**src/rtl/wave_pkg.sv**
```systemverilog
// Shared types and default geometry for the wave copy sequencer.
package wave_pkg;
  localparam int DEF_SAMPLE_WIDTH    = 16;
  localparam int DEF_WW_WIDTH        = 18;
  localparam int DEF_MMEM_ADDR_WIDTH = 18;
  localparam int DEF_MMEM_DEPTH      = 2**18;
  localparam int DEF_BRAM_DEPTH      = 4096;
  localparam int DEF_NUM_TARGETS     = 6;
  localparam int DEF_READ_LATENCY    = 2;

  typedef enum logic [1:0] {
    ST_IDLE  = 2'd0,
    ST_ISSUE = 2'd1,
    ST_DRAIN = 2'd2,
    ST_DONE  = 2'd3
  } wave_state_e;
endpackage

```
**src/rtl/wave_copy_sequencer_if.sv**
```systemverilog
// Request, main-memory read and destination write signals of the sequencer.
interface wave_copy_sequencer_if
  import wave_pkg::*;
#(
  parameter int SAMPLE_WIDTH    = DEF_SAMPLE_WIDTH,
  parameter int WW_WIDTH        = DEF_WW_WIDTH,
  parameter int MMEM_ADDR_WIDTH = DEF_MMEM_ADDR_WIDTH,
  parameter int NUM_TARGETS     = DEF_NUM_TARGETS
) ();
  logic                       start_in;
  logic [MMEM_ADDR_WIDTH-1:0] offset_in;
  logic [WW_WIDTH-1:0]        width_in;
  logic [NUM_TARGETS-1:0]     target_mask_in;
  logic [MMEM_ADDR_WIDTH-1:0] mmem_addr_out;
  logic                       mmem_en_out;
  logic [SAMPLE_WIDTH-1:0]    mmem_data_in;
  logic [WW_WIDTH-1:0]        wr_addr_out;
  logic [SAMPLE_WIDTH-1:0]    wr_data_out;
  logic [NUM_TARGETS-1:0]     wr_en_out;
  logic                       busy_out;
  logic                       done_out;

  modport master (
    input  start_in, offset_in, width_in, target_mask_in, mmem_data_in,
    output mmem_addr_out, mmem_en_out, wr_addr_out, wr_data_out, wr_en_out,
           busy_out, done_out
  );

  modport slave (
    output start_in, offset_in, width_in, target_mask_in, mmem_data_in,
    input  mmem_addr_out, mmem_en_out, wr_addr_out, wr_data_out, wr_en_out,
           busy_out, done_out
  );
endinterface

```
**src/rtl/valid_delay_line.sv**
```systemverilog
// Valid + payload shift register matching the main-memory read latency.
module valid_delay_line #(
  parameter int DEPTH     = 2,
  parameter int PAYLOAD_W = 18
) (
  input  logic                 clk_in,
  input  logic                 rst_n_in,
  input  logic                 vld_in,
  input  logic [PAYLOAD_W-1:0] data_in,
  output logic                 vld_out,
  output logic [PAYLOAD_W-1:0] data_out,
  output logic                 in_flight_out
);
  logic [DEPTH:1]                vld_q;
  logic [DEPTH:1][PAYLOAD_W-1:0] data_q;
  logic [DEPTH:0]                vld_pipe;
  logic [DEPTH:0][PAYLOAD_W-1:0] data_pipe;

  assign vld_pipe  = {vld_q, vld_in};
  assign data_pipe = {data_q, data_in};

  // Advance every stage by one each cycle; reset empties the line.
  always_ff @(posedge clk_in or negedge rst_n_in) begin
    if (!rst_n_in) begin
      vld_q  <= '0;
      data_q <= '0;
    end else begin
      vld_q  <= vld_pipe[DEPTH-1:0];
      data_q <= data_pipe[DEPTH-1:0];
    end
  end

  assign vld_out  = vld_pipe[DEPTH];
  assign data_out = data_pipe[DEPTH];
  // Anything still to emerge after the current output stage.
  assign in_flight_out = |vld_pipe[DEPTH-1:0];
endmodule

```
**src/rtl/wave_copy_sequencer.sv**
```systemverilog
// Copies a window of main memory into a set of destination BRAMs.
module wave_copy_sequencer
  import wave_pkg::*;
#(
  parameter int SAMPLE_WIDTH    = DEF_SAMPLE_WIDTH,
  parameter int WW_WIDTH        = DEF_WW_WIDTH,
  parameter int MMEM_ADDR_WIDTH = DEF_MMEM_ADDR_WIDTH,
  parameter int MMEM_DEPTH      = DEF_MMEM_DEPTH,
  parameter int BRAM_DEPTH      = DEF_BRAM_DEPTH,
  parameter int NUM_TARGETS     = DEF_NUM_TARGETS,
  parameter int READ_LATENCY    = DEF_READ_LATENCY
) (
  input logic                  clk_in,
  input logic                  rst_n_in,
  wave_copy_sequencer_if.master bus
);
  localparam logic [WW_WIDTH-1:0]        BRAM_MAX  = WW_WIDTH'(BRAM_DEPTH);
  localparam logic [MMEM_ADDR_WIDTH-1:0] ADDR_LAST = MMEM_ADDR_WIDTH'(MMEM_DEPTH - 1);

  wave_state_e state, state_nxt;

  logic [MMEM_ADDR_WIDTH-1:0] rd_addr, pend_off, req_off;
  logic [WW_WIDTH-1:0]        k_cnt, k_last, pend_w, req_w, req_eff;
  logic [NUM_TARGETS-1:0]     cur_mask, pend_mask, req_mask;
  logic                       pend_vld, use_pend, accept, req_zero, issue;
  logic                       dl_vld, dl_in_flight;
  logic [WW_WIDTH-1:0]        dl_k;
  logic [SAMPLE_WIDTH-1:0]    rd_data;

  assign rd_data = bus.mmem_data_in;
  assign issue   = (state == ST_ISSUE);

  // A fresh start_in in DONE overrides the pending request (last one wins).
  assign use_pend = (state == ST_DONE) && !bus.start_in;
  assign req_off  = use_pend ? pend_off  : bus.offset_in;
  assign req_w    = use_pend ? pend_w    : bus.width_in;
  assign req_mask = use_pend ? pend_mask : bus.target_mask_in;
  assign req_eff  = (req_w > BRAM_MAX) ? BRAM_MAX : req_w;
  assign req_zero = (req_eff == '0);
  assign accept   = bus.start_in ? (state == ST_IDLE || state == ST_DONE)
                                 : (state == ST_DONE && pend_vld);

  // State register.
  always_ff @(posedge clk_in or negedge rst_n_in) begin
    if (!rst_n_in) state <= ST_IDLE;
    else           state <= state_nxt;
  end

  // Next-state logic; a zero-width request goes straight to DONE.
  always_comb begin
    state_nxt = state;
    unique case (state)
      ST_IDLE:  if (accept) state_nxt = req_zero ? ST_DONE : ST_ISSUE;
      ST_ISSUE: if (k_cnt == k_last) state_nxt = ST_DRAIN;
      ST_DRAIN: if (!dl_in_flight) state_nxt = ST_DONE;
      ST_DONE:  state_nxt = accept ? (req_zero ? ST_DONE : ST_ISSUE) : ST_IDLE;
      default:  state_nxt = ST_IDLE;
    endcase
  end

  // Copy context, read address walk and the single-entry pending request.
  always_ff @(posedge clk_in or negedge rst_n_in) begin
    if (!rst_n_in) begin
      rd_addr   <= '0;
      k_cnt     <= '0;
      k_last    <= '0;
      cur_mask  <= '0;
      pend_vld  <= 1'b0;
      pend_off  <= '0;
      pend_w    <= '0;
      pend_mask <= '0;
    end else begin
      if (accept) begin
        rd_addr  <= req_off;
        k_cnt    <= '0;
        k_last   <= req_eff - WW_WIDTH'(1);
        cur_mask <= req_mask;
        pend_vld <= 1'b0;
      end else if (issue) begin
        rd_addr <= (rd_addr == ADDR_LAST) ? '0 : rd_addr + MMEM_ADDR_WIDTH'(1);
        k_cnt   <= k_cnt + WW_WIDTH'(1);
      end
      if (bus.start_in && (state == ST_ISSUE || state == ST_DRAIN)) begin
        pend_vld  <= 1'b1;
        pend_off  <= bus.offset_in;
        pend_w    <= bus.width_in;
        pend_mask <= bus.target_mask_in;
      end
    end
  end

  valid_delay_line #(
    .DEPTH     (READ_LATENCY),
    .PAYLOAD_W (WW_WIDTH)
  ) u_dly (
    .clk_in        (clk_in),
    .rst_n_in      (rst_n_in),
    .vld_in        (issue),
    .data_in       (k_cnt),
    .vld_out       (dl_vld),
    .data_out      (dl_k),
    .in_flight_out (dl_in_flight)
  );

  // Outputs: reads from state, writes from the emerging pipeline slot.
  always_comb begin
    bus.mmem_en_out   = issue;
    bus.mmem_addr_out = issue ? rd_addr : '0;
    bus.wr_en_out     = dl_vld ? cur_mask : '0;
    bus.wr_addr_out   = dl_vld ? dl_k : '0;
    bus.wr_data_out   = dl_vld ? rd_data : '0;
    bus.done_out      = (state == ST_DONE);
    bus.busy_out      = (state != ST_IDLE) || pend_vld;
  end
endmodule

```
**src/flat_wrapper.sv**
```systemverilog
// flat-port wrapper written by rule: the top's interface ports become plain ports
module wave_copy_sequencer_flat import wave_pkg::*;
#(
  parameter int SAMPLE_WIDTH    = DEF_SAMPLE_WIDTH,
  parameter int WW_WIDTH        = DEF_WW_WIDTH,
  parameter int MMEM_ADDR_WIDTH = DEF_MMEM_ADDR_WIDTH,
  parameter int MMEM_DEPTH      = DEF_MMEM_DEPTH,
  parameter int BRAM_DEPTH      = DEF_BRAM_DEPTH,
  parameter int NUM_TARGETS     = DEF_NUM_TARGETS,
  parameter int READ_LATENCY    = DEF_READ_LATENCY
)
  (clk_in, rst_n_in, bus_start_in, bus_offset_in, bus_width_in, bus_target_mask_in, bus_mmem_data_in, bus_mmem_addr_out, bus_mmem_en_out, bus_wr_addr_out, bus_wr_data_out, bus_wr_en_out, bus_busy_out, bus_done_out);
  wave_copy_sequencer_if #(.SAMPLE_WIDTH(SAMPLE_WIDTH), .WW_WIDTH(WW_WIDTH), .MMEM_ADDR_WIDTH(MMEM_ADDR_WIDTH), .NUM_TARGETS(NUM_TARGETS)) bus_i ();
  input logic clk_in;
  input logic rst_n_in;
  input wire logic [$bits(bus_i.start_in)-1:0] bus_start_in;
  input wire logic [$bits(bus_i.offset_in)-1:0] bus_offset_in;
  input wire logic [$bits(bus_i.width_in)-1:0] bus_width_in;
  input wire logic [$bits(bus_i.target_mask_in)-1:0] bus_target_mask_in;
  input wire logic [$bits(bus_i.mmem_data_in)-1:0] bus_mmem_data_in;
  output wire logic [$bits(bus_i.mmem_addr_out)-1:0] bus_mmem_addr_out;
  output wire logic [$bits(bus_i.mmem_en_out)-1:0] bus_mmem_en_out;
  output wire logic [$bits(bus_i.wr_addr_out)-1:0] bus_wr_addr_out;
  output wire logic [$bits(bus_i.wr_data_out)-1:0] bus_wr_data_out;
  output wire logic [$bits(bus_i.wr_en_out)-1:0] bus_wr_en_out;
  output wire logic [$bits(bus_i.busy_out)-1:0] bus_busy_out;
  output wire logic [$bits(bus_i.done_out)-1:0] bus_done_out;
  assign bus_i.start_in = bus_start_in;
  assign bus_i.offset_in = bus_offset_in;
  assign bus_i.width_in = bus_width_in;
  assign bus_i.target_mask_in = bus_target_mask_in;
  assign bus_i.mmem_data_in = bus_mmem_data_in;
  assign bus_mmem_addr_out = bus_i.mmem_addr_out;
  assign bus_mmem_en_out = bus_i.mmem_en_out;
  assign bus_wr_addr_out = bus_i.wr_addr_out;
  assign bus_wr_data_out = bus_i.wr_data_out;
  assign bus_wr_en_out = bus_i.wr_en_out;
  assign bus_busy_out = bus_i.busy_out;
  assign bus_done_out = bus_i.done_out;
  wave_copy_sequencer #(.SAMPLE_WIDTH(SAMPLE_WIDTH), .WW_WIDTH(WW_WIDTH), .MMEM_ADDR_WIDTH(MMEM_ADDR_WIDTH), .MMEM_DEPTH(MMEM_DEPTH), .BRAM_DEPTH(BRAM_DEPTH), .NUM_TARGETS(NUM_TARGETS), .READ_LATENCY(READ_LATENCY)) u_core (.clk_in(clk_in), .rst_n_in(rst_n_in), .bus(bus_i));
endmodule
```
**config.mk**
```make
export PLATFORM = sky130hd
export DESIGN_NAME = wave_copy_sequencer_flat
export DESIGN_NICKNAME = d
export VERILOG_FILES = /design/src/rtl/wave_pkg.sv /design/src/rtl/wave_copy_sequencer_if.sv /design/src/rtl/valid_delay_line.sv /design/src/rtl/wave_copy_sequencer.sv /design/src/flat_wrapper.sv
export SDC_FILE = /design/constraint.sdc
export NUM_CORES = 1
export LEC_CHECK = 0
export BUFFER_PORTS_ARGS = -buffer_cell sky130_fd_sc_hd__buf_2
export CAP_MARGIN = 15
export CORE_MARGIN = 1
export CORE_UTILIZATION = 40
export DETAILED_ROUTE_END_ITERATION = 12
export GPL_ROUTABILITY_DRIVEN = 0
export GPL_TIMING_DRIVEN = 0
export SLEW_MARGIN = 15
export SYNTH_ARGS = -nofsm -noshare
export SYNTH_HDL_FRONTEND = slang
export SYNTH_SLANG_ARGS = --single-unit
```
**constraint.sdc**
```tcl
create_clock -name clk_in -period 4.9 [get_ports clk_in]
set_input_delay 0.49 -clock clk_in [delete_from_list [all_inputs] [get_ports clk_in]]
set_output_delay 0.49 -clock clk_in [all_outputs]
set_load 0.01 [all_outputs]
```
### After elaboration in Yosys (flattened, before gate mapping)

Cells that the tools add are included.

| word-level totals | value |
|---|---|
| input bits | 61 |
| output and inout port bits | 61 |
| logic and storage cells | 60 |
| register bits after elaboration | 143 |

| operators by class | value |
|---|---|
| reduce and logical (&&, ||, !) cells | 14 |
| add/subtract/negate cells | 3 |
| equal/unequal tests | 8 |
| multiplexer cells | 22 |
| $lt $le $gt $ge | 1 |

Operators by type and width:

| operator | count |
|---|---|
| $mux 18 | 10 |
| $add 18x1->18 const B | 2 |
| $eq 18x18->1 | 1 |
| $eq 18x18->1 const B | 1 |
| $gt 18x13->1 const B | 1 |
| $logic_not 18->1 | 1 |
| $sub 18x1->18 const B | 1 |
| $mux 16 | 1 |
| $mux 6 | 2 |
| $mux 2 | 5 |
| $pmux 2 s4 | 1 |
| $reduce_bool 2->1 | 3 |
| $eq 2x2->1 const B | 2 |
| $ne 2x2->1 const B | 2 |
| $logic_and 1x1->1 | 3 |
| $logic_or 1x1->1 | 3 |
| $mux 1 | 3 |
| $reduce_and 3->1 | 1 |
| $eq 2x1->1 const B | 1 |
| $logic_not 2->1 | 1 |
| $ne 2x1->1 const B | 1 |
| $reduce_or 2->1 | 1 |
| $logic_not 1->1 | 1 |

### Depth between registers and ports, before layout

Gate-level depths: netlist (run 1).

| logic depth | value |
|---|---|
| depth in word-level cells | 9 |
| mapped depth | 12 |
| mapped depth without buffers | 10 |

### Cells and area by module

A second synthesis (run 1) with hierarchy kept.

| second synthesis, totals | value |
|---|---|
| cells, all modules | 687 |
| area total of the unflattened synthesis | 7,124.3 µm² |

Modules (own cells, without submodules):

| module | cells each | sequential area each (µm²) | times used | area an instance (µm²) |
|---|---|---|---|---|
| wave_copy_sequencer | 630 | 2,627.5 | 1 | 6,032.0 |
| valid_delay_line | 57 | 950.9 | 1 | 1,092.3 |

### Worst setup path before layout (run 1)

Ideal clock, no wire load.

| timing path | value |
|---|---|
| path type | register to register |
| start | register u_core.state[0] |
| end | register u_core.k_last[4] |
| cell stages (with the launch flop) | 12 |
| path buffers | 1 |
| required time | 4.820 ns |
| library setup time | 0.080 ns |
| arrival time | 2.673 ns |
| period minus slack after synthesis | 2.753 ns |
| path slack | 2.147 ns |
| cell sequence | dfrtp_1 ha_1 nor4b_2 nand2_1 a221oi_2 o21ai_2 buf_4 a21o_1 ha_1 o21a_4 a221o_1 o211ai_2 |

| between the ends | value |
|---|---|
| longest elaborated chain between the ends | 6 |
| elaborated cells on any way between the ends | 10 |
| classes of those cells | add/sub (1); order compare (1); eq/ne (1); mux (3); reduce/logical (4) |

RTL lines:

| element | RTL line | text |
|---|---|---|
| start, declared | wave_copy_sequencer.sv:20 | `wave_state_e state, state_nxt;` |
| start signal, assigned | wave_copy_sequencer.sv:46 | `else state <= state_nxt;` |
| $eq 2x2->1 * | n/a |  |
| via bus_done_out | flat_wrapper.sv:27 | `output wire logic [$bits(bus_i.done_out)-1:0] bus_done_out;` |
| $logic_and 1x1->1 | wave_copy_sequencer.sv:34 | `assign use_pend = (state == ST_DONE) && !bus.start_in;` |
| $mux 18 | wave_copy_sequencer.sv:36 | `assign req_w = use_pend ? pend_w : bus.width_in;` |
| $gt 18x13->1 | wave_copy_sequencer.sv:38 | `assign req_eff = (req_w > BRAM_MAX) ? BRAM_MAX : req_w;` |
| $mux 18 | wave_copy_sequencer.sv:38 |  |
| $sub 18x1->18 | wave_copy_sequencer.sv:76 | `k_last <= req_eff - WW_WIDTH'(1);` |
| end signal, assigned | wave_copy_sequencer.sv:76 |  |
| end, declared | wave_copy_sequencer.sv:23 | `logic [WW_WIDTH-1:0] k_cnt, k_last, pend_w, req_w, req_eff;` |

The timed path passes the listed nets; every way through them passes the cells marked *.
A chain may end at the register's enable or synchronous reset.

### Worst setup path after layout (run 1)

| timing path | value |
|---|---|
| start | register u_core.state[1] |
| end | register u_core.k_last[4] |

| between the ends | value |
|---|---|
| longest elaborated chain between the ends | 6 |
| elaborated cells on any way between the ends | 10 |
| classes of those cells | add/sub (1); order compare (1); eq/ne (1); mux (3); reduce/logical (4) |

RTL lines:

| element | RTL line |
|---|---|
| $eq 2x2->1 | wave_copy_sequencer.sv:34, wave_copy_sequencer.sv:40, wave_copy_sequencer.sv:41 |
| $logic_and 1x1->1 | wave_copy_sequencer.sv:34 |
| $mux 18 | wave_copy_sequencer.sv:36 |
| $gt 18x13->1 | wave_copy_sequencer.sv:38 |
| $mux 18 | wave_copy_sequencer.sv:38 |
| $sub 18x1->18 | wave_copy_sequencer.sv:76 |

Parallel ways exist; a longest one is shown, timed or not.

==> summary.md, run 1 <==
| Metric | Value |
|---|---|
| Worst VDD drop | 279 uV |
| Clock share of power | 26.0% |
| Drt pass-1 iters | 5 |
| Die W | 135 um |
| Internal power | 3030 uW |
| Post-route ant nets | 0 |
| DR vias | 5498 |
| Final slew viol count | 0 |
| DR WL/cell | 16.2 um |
| Area leader, netlist | dfrtp_1 |
| Crit path capture type | flop |
| Clock network latency to the later pin of the worst-skew pair | 430 ps |
| Die height | 135 um |
| Async SR Flop Fraction | 100% |
| Fillers | 1620 |
| Required time of the critical path | 5250 ps |
| FMAX | 0.285 GHz |
| I/O pin count | 122 |
| Cell mode on critical path | ha_1 |
| Die Footprint | 0.0181 mm2 |
| Most area-consuming cells after synthesis | dfrtp_1, mux2_2, and2_1, nand2_1, xor2_1 |
| Psw | 1830 uW |
| Synth-to-layout area growth | 21.3% |
| Mux cell area share after synthesis | 9.05% |
| Avg Cell Area, Syn | 10.2 um2 |
| 1st-iter DRT viols | 321 |
| Starting Density | 40.8% |
| Vias in the first global route | 5411 |
| Max_cap viols | 0 |
| Postcts setup bufs | 0 |
| Critical Path Fanout Max | 10 |
| Power density over cell area | 569 mW/mm2 |
| XOR/XNOR Fraction of Synth Area | 5.85% |
| H-tree depth | 4 |
| Seq cells post-synth | 143 |
| Logic gate share of total power | 36.4% |
| CP Launch Type | flop |
| Post-route setup slack | 1390 ps |
| CP max stage cell | buf_1 |
| Initial antenna violation count | 0 |
| DRC viols | 0 |
| Sink Count | 143 |
| Cts bufs inserted | 17 |
| # diodes | 0 |
| Commonest cells in the netlist | dfrtp_1, nand2_1, nor2_1 |
| Top_reg_cell synth | dfrtp_1 |
| Vias per cell | 5.14 |
| Top delay family on crit path | buffers and inverters |
| Post-synthesis sequential area ratio | 50.9% |
| Number of library cell types mapped by synthesis | 56 |
| Min cycle time layout | 3510 ps |
| Synth Warn # | 0 |
| Sw Share | 37.7% |
| Compound-Gate Fraction of Synth Area | 8.80% |
| Outcome | complete, no violations |
| Worst slew pin tran | 830 ps |
| Max incr delay on CP | 500 ps |
| Clock skew | 6.92 ps |
| CP Data Arrival Time | 3860 ps |
| Grt ovf | 0 |
| Syn_nets | 761 |
| Number of synthesized flops with an enable pin | 0 |
| First-pass GRT wire length | 28100 um |
| Final Hold Viols | 0 |
| Crit Path Class | flop to flop |
| Seq pwr share | 37.6% |
| Buffers on Ports | 120 |
| Post-layout net count | 901 |
| Slew HR | 44.1% |
| Yosys top cell area share | 50.9% |
| RSZ-0062 raised after global routing | false |
| CTS root buf | clkbuf_16 |
| Overall power | 4860 uW |
| Global-route usage over all layers | 20.5% |
| Crit path buffers/inverters | 2 |
| Core footprint | 0.0172 mm2 |
| Post-synthesis simple-gate area fraction | 21.2% |
| Layout cells sized above 1 | 25.3% |
| Hold crit path type | primary input to async pin |
| R2r setup slk | 1390 ps |
| Fin Setup TNS | 0 ps |
| Total Wirelength | 17400 um |
| Rows | 48 |
| Count leader, synth | dfrtp_1 |
| Pleak | 0.00404 uW |
| Post_cts resized | 0 |
| Synth Area in Adders | 1.42% |
| Synthesized area | 0.00704 mm2 |
| Cts hold-fix bufs | 0 |
| Final setup fails | 0 |
| Cells along the critical path | ha_1, nor2b_2, clkbuf_1, buf_1, nand2_1, a21o_1, ha_1, o21a_4, a221o_1, o211ai_2 |
| CTS tree | built |
| Largest family of logic cells by synthesized area | simple AND/OR/NAND/NOR gates |
| Pre-CTS setup slack | 1460 ps |
| Mapped Cells | 692 |
| Period utilisation layout | 71.6% |
| Longest Clk Path Bufs | 2 |
| Hpwl dp | 12500 um |
| Largest net degree at the start of global routing | 84 |
| CTS clk-pin slew, worst paths | 60 ps |
==> registers in the layout (all words and copies together) (netlist names) <==
signal and count:
u_core.rd_addr 18, u_core.state 2, u_core.cur_mask 6, u_core.k_last 18, u_core.k_cnt 18, u_core.u_dly.data_out 18, u_core.pend_w 18, u_core.pend_off 18
u_core.pend_mask 6, u_core.u_dly.data_pipe 18, u_core.pend_vld 1, u_core.u_dly.vld_q 2
==> layout make-up <==
class                           instances  area, um2  area share (%)
Timing Repair Buffer                  121        638            7.48
Sequential cell                       143       3580            41.9
Buffer                                 37        164            1.92
Inverter                                9       33.8           0.396
Multi-Input combinational cell        503       3260            38.2
Clock buffer                           17        425            4.99
Clock inverter                         15        153            1.79
Tap cell                              225        282            3.30
==> path summary, 6_finish.rpt <==
check / from / to / cells after the start
min in group clk_in: bus_width_in[16] / u_core.pend_w[16]$_DFFE_PN0P_ / 2
worst min-delay path: rst_n_in / u_core.pend_off[12]$_DFFE_PN0P_ / 1
max in group asynchronous: rst_n_in / u_core.pend_w[17]$_DFFE_PN0P_ / 2
worst max register to register: u_core.state[1]$_DFFE_PN0P_ / u_core.k_last[4]$_DFFE_PN0N_ / 10
worst min register to register: u_core.u_dly.data_pipe[29]$_DFF_PN0_ / u_core.u_dly.data_out[11]$_DFF_PN0_ / 0
worst max-delay path: u_core.state[1]$_DFFE_PN0P_ / u_core.k_last[4]$_DFFE_PN0N_ / 10
==> power by group through the flow <==
| stage | clock network, uW | registers (uW) | logic [uW] |
|---|---|---|---|
| final | 1260 | 1830 | 1770 |
| after global routing | 1340 | 1880 | 1960 |
| after CTS | 1290 | 1820 | 1780 |
| after detailed placement | 0 | 1840 | 1780 |
| after global placement | 0 | 1830 | 1750 |
| after floorplan | 0 | 1760 | 1230 |
==> per-layer routing <==
metal / share of wire [%] / global-route usage, %
met4: 1.4 / 6.87
met3: 4.9 / 4.05
met5: 0 / 0
met2: 46 / 32.5
met1: 48 / 28.2
==> cells in the final DEF, fill, tap and decap left out, drive strengths merged, types with 2 or more instances in the layout <==
cell,n
buf,135
nor2,62
nor2b,2
dfrtp,143
and2,59
o31ai,6
mux2i,14
nand2,96
or4b,2
nand4,9
o2111ai,3
a221o,2
clkbuf,40
nand3,25
clkinvlp,3
clkinv,4
a31oi,21
and4,3
a21o,6
xor2,28
inv,16
o21ai,14
a21oi,20
xnor2,19
or3,3
o211ai,3
and3,7
nand2b,7
nor3b,2
nor4,6
nor4b,2
ha,8
o21a,5
o2bb2ai,2
mux2,43
nand4b,2
nor3,11
a211oi,3
==> cell families (layout without fill, tap and decap cells) <==
logic type	Yosys count	after routing
XOR/XNOR	47	47
adder cells (fa/ha/maj)	8	8
AND/OR/NAND/NOR	300	300
multiplexers	57	57
buffers and inverters	46	199
AO/OA/AOI/OAI	91	91
flip-flops	143	143
==> per-stage QoR <==
step	std cells	utilization [%]	area (um2)	hold slack, ps
2_1_floorplan	692	-	7040	194
3_3_place_gp	1037	45.9	7920	332
3_5_place_dp	1038	46.2	7960	335
4_1_cts	1070	49.5	8530	87.9
5_1_grt	1070	49.5	8530	119
6_report	1070	49.5	8530	64.0
(Power assumes the default switching activity.)
==> run 2: changes to the inputs <==
--- a/config.mk
+++ b/config.mk
@@ -5,6 +5,7 @@
 export SDC_FILE = /design/constraint.sdc
 export NUM_CORES = 1
 export LEC_CHECK = 0
+export ABC_AREA = 1
 export BUFFER_PORTS_ARGS = -buffer_cell sky130_fd_sc_hd__buf_2
 export CAP_MARGIN = 15
 export CORE_MARGIN = 1
==> constraint.sdc (replaced) <==
create_clock -name clk_in -period 3.4 [get_ports clk_in]
set_input_delay 0.34 -clock clk_in [delete_from_list [all_inputs] [get_ports clk_in]]
set_output_delay 0.34 -clock clk_in [all_outputs]
set_load 0.01 [all_outputs]
==> summary.md, run 2 <==
| Metric | Value |
|---|---|
| Outcome | complete, no violations |
| Post-synthesis sequential area ratio | 49.8% (-1.1 points) |
| First-pass GRT wire length | 28300 um (+0.59%) |
| Commonest cells in the netlist | nand2_1, dfrtp_1, inv_1 |
| Crit path buffers/inverters | 4 (+2) |
| Post_cts resized | 0 (unchanged) |
| Drt pass-1 iters | 5 (unchanged) |
| End of the critical path | u_core.k_last[8]$_DFFE_PN0N_ |
| Most common cell after layout, fill and taps aside | nand2_1 |
| R2r setup slk | 370 ps (-1020 ps) |
| DRC viols | 0 (unchanged) |
| Crit Path Class | flop to flop |
| Vias per cell | 4.84 (-5.8%) |
| Starting Density | 41.3% (+0.45 points) |
| Hpwl dp | 12700 um (+1.9%) |
| Die Footprint | 0.0185 mm2 (+2.1%) |
| Slew HR | 47.0% (+2.8 points) |
| Longest Clk Path Bufs | 2 (unchanged) |
| Dpl cell area | 0.00811 mm2 (+2.0%) |
| Layout cells sized above 1 | 19.4% (-6.0 points) |
| Rows | 48 (unchanged) |
| Number of library cell types mapped by synthesis | 47 (-16%) |
| Cts bufs inserted | 17 (unchanged) |
| Fillers | 1711 (+5.6%) |
| Psw | 2790 uW (+52%) |
| Worst slew pin tran | 787 ps (-43.0 ps) |
| Cell Count Post-Placement | 1225 (+18%) |
| Hold crit path type | primary input to flop |
| Top delay family on crit path | simple AND/OR/NAND/NOR gates |
| Max incr delay on CP | 420 ps (-80 ps) |
| Period utilisation layout | 89.2% (+18 points) |
| Yosys top cell area share | 49.8% (-1.1 points) |
| Worst-case reg-to-reg path depth | 18 (+8) |
| Min cycle time layout | 3030 ps (-478 ps) |
| Clock skew | 9.53 ps (+2.61 ps) |
| Crit path capture type | flop |
| CTS root buf | clkbuf_16 |
| Cell depth of the worst setup path | 18 (+8) |
| Die height | 136 um (+1.1%) |
| Cell mode on critical path | nand2_1 |
| Post-route ant nets | 0 (unchanged) |
| Clock share of power | 27.0% (+1.0 points) |
| CP max stage cell | dfrtp_1 |
| Vias in the first global route | 5674 (+4.9%) |
| Avg Cell Area, Syn | 8.19 um2 (-19%) |
| Logic gate share of total power | 36.2% (-0.2 points) |
| Sw Share | 39.1% (+1.4 points) |
| Top_reg_cell synth | dfrtp_1 |
| CTS clk-pin slew, worst paths | 70 ps (about the same) |
| Commonest non-fill, non-tap cells in the layout | nand2_1, dfrtp_1, inv_1, buf_2, nor2_1 |
| CP Data Arrival Time | 3330 ps (-530 ps) |
| DR vias | 6087 (+11%) |
| CTS tree | built |
| Grt ovf | 0 (unchanged) |
| Cells along the critical path | ha_1, buf_4, nand2_4, buf_6, o21ai_1, nand2_1, nor2_1, nand2_1, nand2_1, buf_6, nand2_1, ha_1, nand2_1, inv_1, nand2_1, nand2_1, nand3_1, nand2_1 |
| Max_cap viols | 0 (unchanged) |
| Internal power | 4340 uW (+43%) |
| Fin Setup TNS | 0 ps (unchanged) |
| Number of synthesized flops with an enable pin | 0 (unchanged) |
| I/O pin count | 122 (unchanged) |
| Design Area, Final | 0.00874 mm2 (+2.4%) |
| Worst VDD drop | 431 uV (+54%) |
| Largest net degree at the start of global routing | 86 (+2.4%) |
| Synth Warn # | 0 (unchanged) |
| 1st-iter DRT viols | 415 (+29%) |
| Post-route setup slack | 368 ps (-1020 ps) |
| Mapped Cells | 878 (+27%) |
| Total Wirelength | 17200 um (-0.81%) |
| RSZ-0062 raised after global routing | false |
| Required time of the critical path | 3700 ps (-1550 ps) |
| CP Launch Type | flop |
| Synth-to-layout area growth | 21.6% |
| Postcts setup bufs | 0 (unchanged) |
| Seq pwr share | 36.8% (-0.8 points) |
| Global-route usage over all layers | 20.0% (-0.49 points) |
| Pre-CTS setup slack | 415 ps (-1040 ps) |
| Critical Path Fanout Max | 10 (unchanged) |
| H-tree depth | 4 (unchanged) |
| Syn_nets | 947 (+24%) |
| Area leader, netlist | dfrtp_1 |
| Clock network latency to the later pin of the worst-skew pair | 420 ps (about the same) |
| Final slew viol count | 0 (unchanged) |
| HP Start | bus_target_mask_in[2] |
| FMAX | 0.330 GHz (+16%) |
| CP startpoint | u_core.state[1]$_DFFE_PN0P_ |
| Initial antenna violation count | 0 (unchanged) |
| Post-layout net count | 1089 (+21%) |
| Die W | 136 um (+1.1%) |
| DR WL/cell | 13.7 um (-16%) |
| Final Hold Viols | 0 (unchanged) |
| Buffers on Ports | 121 (+0.83%) |
| Core footprint | 0.0174 mm2 (+1.0%) |
| # diodes | 0 (unchanged) |
| Seq cells post-synth | 143 (unchanged) |
| Async SR Flop Fraction | 100% (unchanged) |
| Final Core Density | 50.2% (+0.67 points) |
| Critical R2R Launch | u_core.state[1]$_DFFE_PN0P_ |
| Most area-consuming cells after synthesis | dfrtp_1, nand2_1, inv_1, nor2_1, nand3_1 |
| Count leader, synth | nand2_1 |
| Sink Count | 143 (unchanged) |
| Final non-filler cell total | 1258 (+18%) |
| Final setup fails | 0 (unchanged) |
| Pleak | 0.00479 uW (+19%) |
| Power density over cell area | 816 mW/mm2 (+43%) |
| RR Endpoint | u_core.k_last[8]$_DFFE_PN0N_ |
| Synthesized area | 0.00719 mm2 (+2.2%) |
[run 2: cell families after synthesis]
logic type                 share of synthesized area, %
and+or+nand+nor                                    22.6
buffers and inverters                              9.09
DFF                                                49.8
AOI/OAI and AO/OA                                  11.2
xor gates and xnor gates                           3.05
muxes                                              2.80
adders and majority gates                          1.39
[run 2: final cells by class]
type / count / area, um2 / area share (%)
Buffer: 35 / 165 / 1.89
Clock buffer: 18 / 439 / 5.03
Clock inverter: 14 / 178 / 2.03
Inverter: 130 / 488 / 5.58
Multi-Input combinational cell: 570 / 2960 / 33.8
Sequential cell: 143 / 3580 / 41.0
Tap cell: 225 / 282 / 3.22
Timing Repair Buffer: 123 / 653 / 7.47
[run 2: how the worst min path moves through the flow]
stage | endpoint | slack [ps] | cells past startpoint
after floorplan | u_core.cur_mask[0]$_DFFE_PN0N_ | 40 | 0
after global placement | u_core.u_dly.data_out[0]$_DFF_PN0_ | 330 | 0
after detailed placement | u_core.u_dly.data_out[10]$_DFF_PN0_ | 330 | 0
after CTS | u_core.pend_mask[2]$_DFFE_PN0P_ | 150 | 2
after global routing | u_core.pend_w[1]$_DFFE_PN0P_ | 160 | 2
final | u_core.pend_mask[2]$_DFFE_PN0P_ | 170 | 2
[run 2: power by group through the flow]
| stage | Sequential, uW | Combinational (uW) | Clock (uW) |
|---|---|---|---|
| 6_report | 2630 | 2580 | 1920 |
| 3_5_place_dp | 2650 | 2590 | 0 |
| 3_3_place_gp | 2640 | 2560 | 0 |
| 4_1_cts | 2620 | 2610 | 1960 |
| 2_1_floorplan | 2550 | 1830 | 0 |
| 5_1_grt | 2690 | 2960 | 2040 |
[run 2: what timing repair did]
| action | CTS | global route |
|---|---|---|
| hold endpoints to repair | 84 | 0 |
| hold buffers | 1 | 0 |
| endpoints found under the setup margin | 0 | 0 |
[run 2: through the flow]
step	hold WS [ps]	total power [uW]
after floorplan	44.4	4380
after global placement	333	5200
after detailed placement	335	5240
after CTS	152	7190
after global routing	157	7690
final	167	7130
[run 2: layer usage]
| layer | share of wire [%] | vias up | GRT usage (%) |
|---|---|---|---|
| li1 | - | 3107 | - |
| met1 | 50 | 2796 | 28.5 |
| met2 | 44 | 172 | 30.8 |
| met3 | 5.2 | 12 | 4.21 |
| met4 | 1.1 | 0 | 5.19 |
| met5 | 0 | - | 0 |
